File: config.mk
export PLATFORM = sky130hd
export DESIGN_NAME = signal_phase_controller
export DESIGN_NICKNAME = d
export VERILOG_FILES = /design/src/rtl/signal_phase_controller.sv
export SDC_FILE = /design/constraint.sdc
export NUM_CORES = 1
export LEC_CHECK = 0
export CORE_UTILIZATION = 47
export DETAILED_ROUTE_END_ITERATION = 10
export PLACE_DENSITY = 0.78
export SYNTH_ARGS = -nofsm -noshare
export SYNTH_HDL_FRONTEND = slang
export SYNTH_SLANG_ARGS = --single-unit
File: constraint.sdc
create_clock -name clk -period 3.4 [get_ports clk]
set_input_delay 0.51 -clock clk [delete_from_list [all_inputs] [get_ports clk]]
set_output_delay 0.51 -clock clk [all_outputs]
set_load 0.05 [all_outputs]
File: src/rtl/signal_phase_controller.sv
// Four-way intersection phase sequencer: STARTUP, then GREEN -> YELLOW -> ALL_RED per road, N->E->S->W.
// Optional emergency override build: define EMERGENCY_OVERRIDE_EN.
module signal_phase_controller #(
    parameter int TICK_DIV    = 10,
    parameter int YELLOW_SEC  = 3,
    parameter int ALL_RED_SEC = 1,
    parameter int STARTUP_SEC = 2,
    parameter int MIN_GREEN   = 5,
    parameter int MAX_GREEN   = 60
) (
    input  logic       clk,
    input  logic       reset,
    input  logic [7:0] TGn,
    input  logic [7:0] TGe,
    input  logic [7:0] TGs,
    input  logic [7:0] TGw,
`ifdef EMERGENCY_OVERRIDE_EN
    input  logic       emerg_req,
    input  logic [1:0] emerg_road,
`endif
    output logic [1:0] next_road,
    output logic [1:0] active_road,
    output logic [2:0] lamp_n,
    output logic [2:0] lamp_e,
    output logic [2:0] lamp_s,
    output logic [2:0] lamp_w,
    output logic [7:0] phase_left,
    output logic       cycle_done,
    output logic [1:0] phase_state
);

    typedef enum logic [1:0] {
        ST_STARTUP = 2'd0,
        ST_GREEN   = 2'd1,
        ST_YELLOW  = 2'd2,
        ST_ALL_RED = 2'd3
    } state_t;

    localparam int PW = (TICK_DIV > 1) ? $clog2(TICK_DIV) : 1;
    localparam logic [PW-1:0] TICK_LAST = PW'(TICK_DIV - 1);

    state_t        state, state_next;
    logic [PW-1:0] prescaler;
    logic          sec_tick;
    logic          expire;
    logic          enter;
    logic          freeze;
    logic          go_yellow;
    logic [1:0]    road_next;
    logic [1:0]    next_road_next;
    logic [7:0]    tg_sel;
    logic [7:0]    load_val;
    logic          cycle_done_next;
    logic [2:0]    lamp_n_next, lamp_e_next, lamp_s_next, lamp_w_next;
`ifdef EMERGENCY_OVERRIDE_EN
    logic          override, override_next;
`endif

    function automatic logic [7:0] clamp_green(input logic [7:0] tg);
        logic [7:0] g;
        g = tg;
        if (tg < 8'(MIN_GREEN)) g = 8'(MIN_GREEN);
        else if (tg > 8'(MAX_GREEN)) g = 8'(MAX_GREEN);
        return g;
    endfunction

    function automatic logic [2:0] lamp_of(input state_t st, input logic [1:0] road,
                                           input logic [1:0] r);
        logic [2:0] l;
        l = 3'b100;
        if (road == r) begin
            if (st == ST_GREEN) l = 3'b001;
            else if (st == ST_YELLOW) l = 3'b010;
        end
        return l;
    endfunction

    assign sec_tick    = (prescaler == TICK_LAST);
    assign expire      = sec_tick && (phase_left == 8'd1);
    assign phase_state = state;

    always_comb begin
        state_next      = state;
        road_next       = active_road;
        next_road_next  = next_road;
        freeze          = 1'b0;
        go_yellow       = 1'b0;
        cycle_done_next = 1'b0;
        tg_sel          = TGn;
        load_val        = phase_left;
`ifdef EMERGENCY_OVERRIDE_EN
        override_next   = override;
`endif
        case (state)
            ST_STARTUP: begin
                if (expire) begin
                    state_next = ST_GREEN;
                    road_next  = 2'd0;
`ifdef EMERGENCY_OVERRIDE_EN
                    override_next = 1'b0;
`endif
                end
            end
            ST_GREEN: begin
`ifdef EMERGENCY_OVERRIDE_EN
                // A request for another road truncates this green; a request for
                // this road freezes it; dropping the request ends an override green.
                if (emerg_req && (emerg_road != active_road)) go_yellow = 1'b1;
                else if (emerg_req) freeze = 1'b1;
                else if (override) go_yellow = 1'b1;
                else go_yellow = expire;
`else
                go_yellow = expire;
`endif
                if (go_yellow) begin
                    state_next     = ST_YELLOW;
                    next_road_next = active_road + 2'd1;
`ifdef EMERGENCY_OVERRIDE_EN
                    override_next  = 1'b0;
`endif
                end
            end
            ST_YELLOW: begin
                if (expire) state_next = ST_ALL_RED;
            end
            ST_ALL_RED: begin
                if (expire) begin
                    state_next      = ST_GREEN;
                    road_next       = next_road;
                    cycle_done_next = (active_road == 2'd3);
`ifdef EMERGENCY_OVERRIDE_EN
                    if (emerg_req) road_next = emerg_road;
                    override_next = emerg_req;
`endif
                end
            end
            default: state_next = ST_STARTUP;
        endcase

        // Green time is taken from the road about to own the phase, on the entry edge.
        case (road_next)
            2'd0:    tg_sel = TGn;
            2'd1:    tg_sel = TGe;
            2'd2:    tg_sel = TGs;
            default: tg_sel = TGw;
        endcase

        case (state_next)
            ST_GREEN:   load_val = clamp_green(tg_sel);
            ST_YELLOW:  load_val = 8'(YELLOW_SEC);
            ST_ALL_RED: load_val = 8'(ALL_RED_SEC);
            default:    load_val = 8'(STARTUP_SEC);
        endcase
    end

    assign enter       = (state_next != state);
    assign lamp_n_next = lamp_of(state_next, road_next, 2'd0);
    assign lamp_e_next = lamp_of(state_next, road_next, 2'd1);
    assign lamp_s_next = lamp_of(state_next, road_next, 2'd2);
    assign lamp_w_next = lamp_of(state_next, road_next, 2'd3);

    always_ff @(posedge clk or negedge reset) begin
        if (!reset) begin
            state       <= ST_STARTUP;
            prescaler   <= '0;
            phase_left  <= 8'(STARTUP_SEC);
            active_road <= 2'd0;
            next_road   <= 2'd0;
            cycle_done  <= 1'b0;
            lamp_n      <= 3'b100;
            lamp_e      <= 3'b100;
            lamp_s      <= 3'b100;
            lamp_w      <= 3'b100;
        end else begin
            state       <= state_next;
            active_road <= road_next;
            next_road   <= next_road_next;
            cycle_done  <= cycle_done_next;
            lamp_n      <= lamp_n_next;
            lamp_e      <= lamp_e_next;
            lamp_s      <= lamp_s_next;
            lamp_w      <= lamp_w_next;
            if (enter) begin
                prescaler  <= '0;
                phase_left <= load_val;
            end else begin
                prescaler <= sec_tick ? '0 : prescaler + 1'b1;
                if (sec_tick && !freeze) phase_left <= phase_left - 8'd1;
            end
        end
    end

`ifdef EMERGENCY_OVERRIDE_EN
    always_ff @(posedge clk or negedge reset) begin
        if (!reset) override <= 1'b0;
        else        override <= override_next;
    end
`endif

endmodule
==> flow_metrics.env <==
export IMPL_post_drt_wl_per_cell_um=14.2
export IMPL_global_route_wire_length_before_repair_mm=7.51
export IMPL_grt_pass1_vias=1634
export IMPL_cp_arrival_ns=3.27
export IMPL_cts_buffers=5
export IMPL_grt_util_all_layers=0.232
export IMPL_yosys_warnings=0
export IMPL_kind_of_start_point_of_the_critical_path="flop"
export IMPL_die_area_sq_mm=0.00439
export IMPL_drc=0
export IMPL_data_required_critical_path_ns=3.57
export IMPL_post_dp_hpwl_mm=3.34
export IMPL_drt_initial_drc_count=126
export IMPL_synth_flop_cell="dfrtp_1"
export IMPL_crit_top_cell="buf_4"
export IMPL_syn_nets=231
export IMPL_cts_root_buf="clkbuf_8"
export IMPL_timing_final_crit_share=0.912
export IMPL_post_drt_via_cell_ratio=5.31
export IMPL_total_leakage_power_uw=0.00124
export IMPL_path_class="reg2reg"
export IMPL_run_status="finished clean"
export IMPL_post_cts_resized_instances=0
export IMPL_critical_path_max_stage_delay_ns=0.55
export IMPL_cp_slowest_cell="dfstp_2"
export IMPL_asr_flop_ratio_synth=1.00
export IMPL_ios=61
export IMPL_clock_tree_from_tritoncts="yes"
export IMPL_power_per_cell_area_mw_per_mm2=287
export IMPL_post_layout_nonfiller_instances=300
export IMPL_min_path_type="reg2reg"
export IMPL_cts_setup_buffers=0
export IMPL_route_antenna_remaining_nets=0
export IMPL_rsz0062_at_grt="false"
export IMPL_core_region_area_sq_mm=0.00380
export IMPL_placed_cells_incl_taps=292
export IMPL_vdd_ir_drop_max_mv=0.164
export IMPL_synthCells=184
export IMPL_synth_area_per_cell_sq_um=10.6
export IMPL_globalRouteOverflowTotal=0
export IMPL_timing_max_slew_rel_slack=0.648
export IMPL_maximum_number_of_pins_on_one_net_before_global_route_repair=32
export IMPL_finish_net_count=298
export IMPL_htree_num_levels=2
export IMPL_die_width_um=66.3
export IMPL_dieHeight_um=66.3
export IMPL_numClockSinks=31
export IMPL_timing_max_transition_violations_final=0
export IMPL_drt_first_pass_iters=5
export IMPL_num_rows=22
export IMPL_final_min_clock_period_ns=3.10
export IMPL_portBuffers=60
export IMPL_initial_utilization=0.511
export IMPL_path_cells="inv_1 -> ha_1 -> nor3b_1 -> buf_4 -> and3_4 -> mux2_4 -> a22o_1 -> buf_4 -> mux2i_1 -> a21oi_1 -> o21a_1 -> o22a_1"
export IMPL_via_count=1593
export IMPL_mostFrequentLayoutCells="60 x clkdlybuf4s50_1, 26 x dfrtp_1, 16 x mux2i_1"
export IMPL_clock_tree_buffer_depth=2
export IMPL_area_growth_synth_to_final_pct=39.7
export IMPL_synth_edff_count=0
export IMPL_cts_hold_buffers_added=0
export IMPL_timing_max_cap_violations=0
export IMPL_insertedDiodeCount=0
export IMPL_clock_insertion_delay_worst_skew_ns=0.28
export IMPL_synth_cell_types=53
export IMPL_hold_viol_final=0
export IMPL_place_congestion=0.852
export IMPL_critical_path_max_fanout=13
export IMPL_setup_crit_end_kind="flop"
export IMPL_most_common_library_cell_in_the_layout_ignoring_fill_and_taps="clkdlybuf4s50_1"
export IMPL_share_of_final_layout_standard_cells_stronger_than_drive_strength_1=0.131
export IMPL_finish_utilization=0.714
export IMPL_fmaxAchievable_ghz=0.322
export IMPL_post_synthesis_sequential_element_count=31
export IMPL_finClkSkew_ns=0.00978
export IMPL_finalSetupViolations=0
export IMPL_path_clk_slew_ns=0.06
export IMPL_mappedNetlistArea_sq_mm=0.00194
export IMPL_setup_tns_ns=0
export IMPL_worstMarginPinSlew_ns=0.527
export IMPL_portion_of_the_post_synthesis_area_used_by_sequential_elements=0.403
export IMPL_finalWirelength_mm=4.27
export IMPL_antenna_found_initial=0
==> flip-flops by register name, summed over array words and instances (netlist names) <==
register,count
active_road,2
cycle_done,1
lamp_e,3
lamp_n,3
lamp_s,3
lamp_w,3
next_road,2
phase_left,8
phase_state,2
prescaler,4
==> cell type report <==
type                            count  area (sq um)
Inverter                            9          33.8
Clock inverter                      1          30.0
Tap cell                           48          60.1
Timing Repair Buffer               69           668
Multi-Input combinational cell    135          1060
Sequential cell                    31           782
Clock buffer                        7          76.3
Fill cell                         298          1090
==> layer usage <==
metal / up-vias / part of all wire / track usage
li1: 792 / - / -
met1: 740 / 0.47 / 0.302
met2: 55 / 0.48 / 0.370
met3: 6 / 0.039 / 0.0483
met4: 0 / 0.015 / 0.0984
met5: - / 0 / 0
==> power breakdown <==
group	total (uW)	switching, uW	internal (uW)
clock network	347	128	219
registers	369	0	369
logic	62.1	19.9	42.3
total	779	148	630
==> critical path, delay by kind of cell (launching register included) <==
| family | cells | cell delay (ns) |
|---|---|---|
| AND/OR/NAND/NOR | 2 | 0.32 |
| adder cells (fa/ha/maj) | 1 | 0.16 |
| multiplexers | 2 | 0.63 |
| buffers and inverters | 3 | 0.43 |
| AO/OA/AOI/OAI | 4 | 0.90 |
| flip-flops | 1 | 0.55 |
==> final timing paths <==
kind                          startpoint            end  slack, ns  cells past startpoint
max in group asynchronous          reset      lamp_e[2]       2.46                      2
setup / recovery           phase_left[1]  phase_left[4]       0.30                     12
hold / removal              prescaler[0]   prescaler[0]       0.50                      1
min in group asynchronous          reset      lamp_s[0]       0.61                      2
setup reg to reg           phase_left[1]  phase_left[4]       0.30                     12
hold reg to reg             prescaler[0]   prescaler[0]       0.50                      1
==> stage by stage <==
step | hold WS, ns | setup slack [ns] | total power, uW | area (sq um)
6_report | 0.500 | 0.298 | 779 | 2710
5_1_grt | 0.543 | 0.162 | 814 | 2710
4_1_cts | 0.503 | 0.302 | 786 | 2710
3_5_place_dp | 0.496 | 0.323 | 439 | 2610
3_3_place_gp | 0.488 | 0.405 | 438 | 2610
2_1_floorplan | 0.214 | 0.118 | 390 | 1940
==> Yosys cell counts, types with 2 or more instances <==
cell type / count / area, sq um
dfrtp_1: 26 / 651
mux2i_1: 16 / 160
nor2_1: 14 / 52.6
ha_1: 13 / 163
and3_1: 10 / 62.6
inv_1: 8 / 30.0
nand2_1: 8 / 30.0
o21ai_0: 6 / 30.0
dfstp_2: 5 / 131
nand3_1: 5 / 25.0
clkbuf_1: 4 / 15.0
mux2_2: 4 / 45.0
o21a_1: 4 / 30.0
or3_1: 4 / 25.0
a21o_1: 3 / 22.5
buf_6: 3 / 33.8
mux2_4: 3 / 45.0
nand3b_1: 3 / 22.5
xnor2_1: 3 / 26.3
xor2_1: 3 / 26.3
and2_1: 2 / 12.5
buf_4: 2 / 15.0
nand2b_1: 2 / 12.5
nor2b_1: 2 / 12.5
nor3_1: 2 / 10.0
o211ai_1: 2 / 15.0
==> logic make-up (layout without fill, tap and decap cells) <==
logic type | Yosys count | in the layout | share of synthesized area
AOI/OAI and AO/OA | 33 | 33 | 0.130
xor gates and xnor gates | 6 | 6 | 0.0271
adders and majority gates | 13 | 13 | 0.0838
buffers and inverters | 18 | 86 | 0.0503
DFF | 31 | 31 | 0.403
muxes | 23 | 23 | 0.129
and+or+nand+nor | 60 | 60 | 0.178
Power figures use the tool's default switching activity.
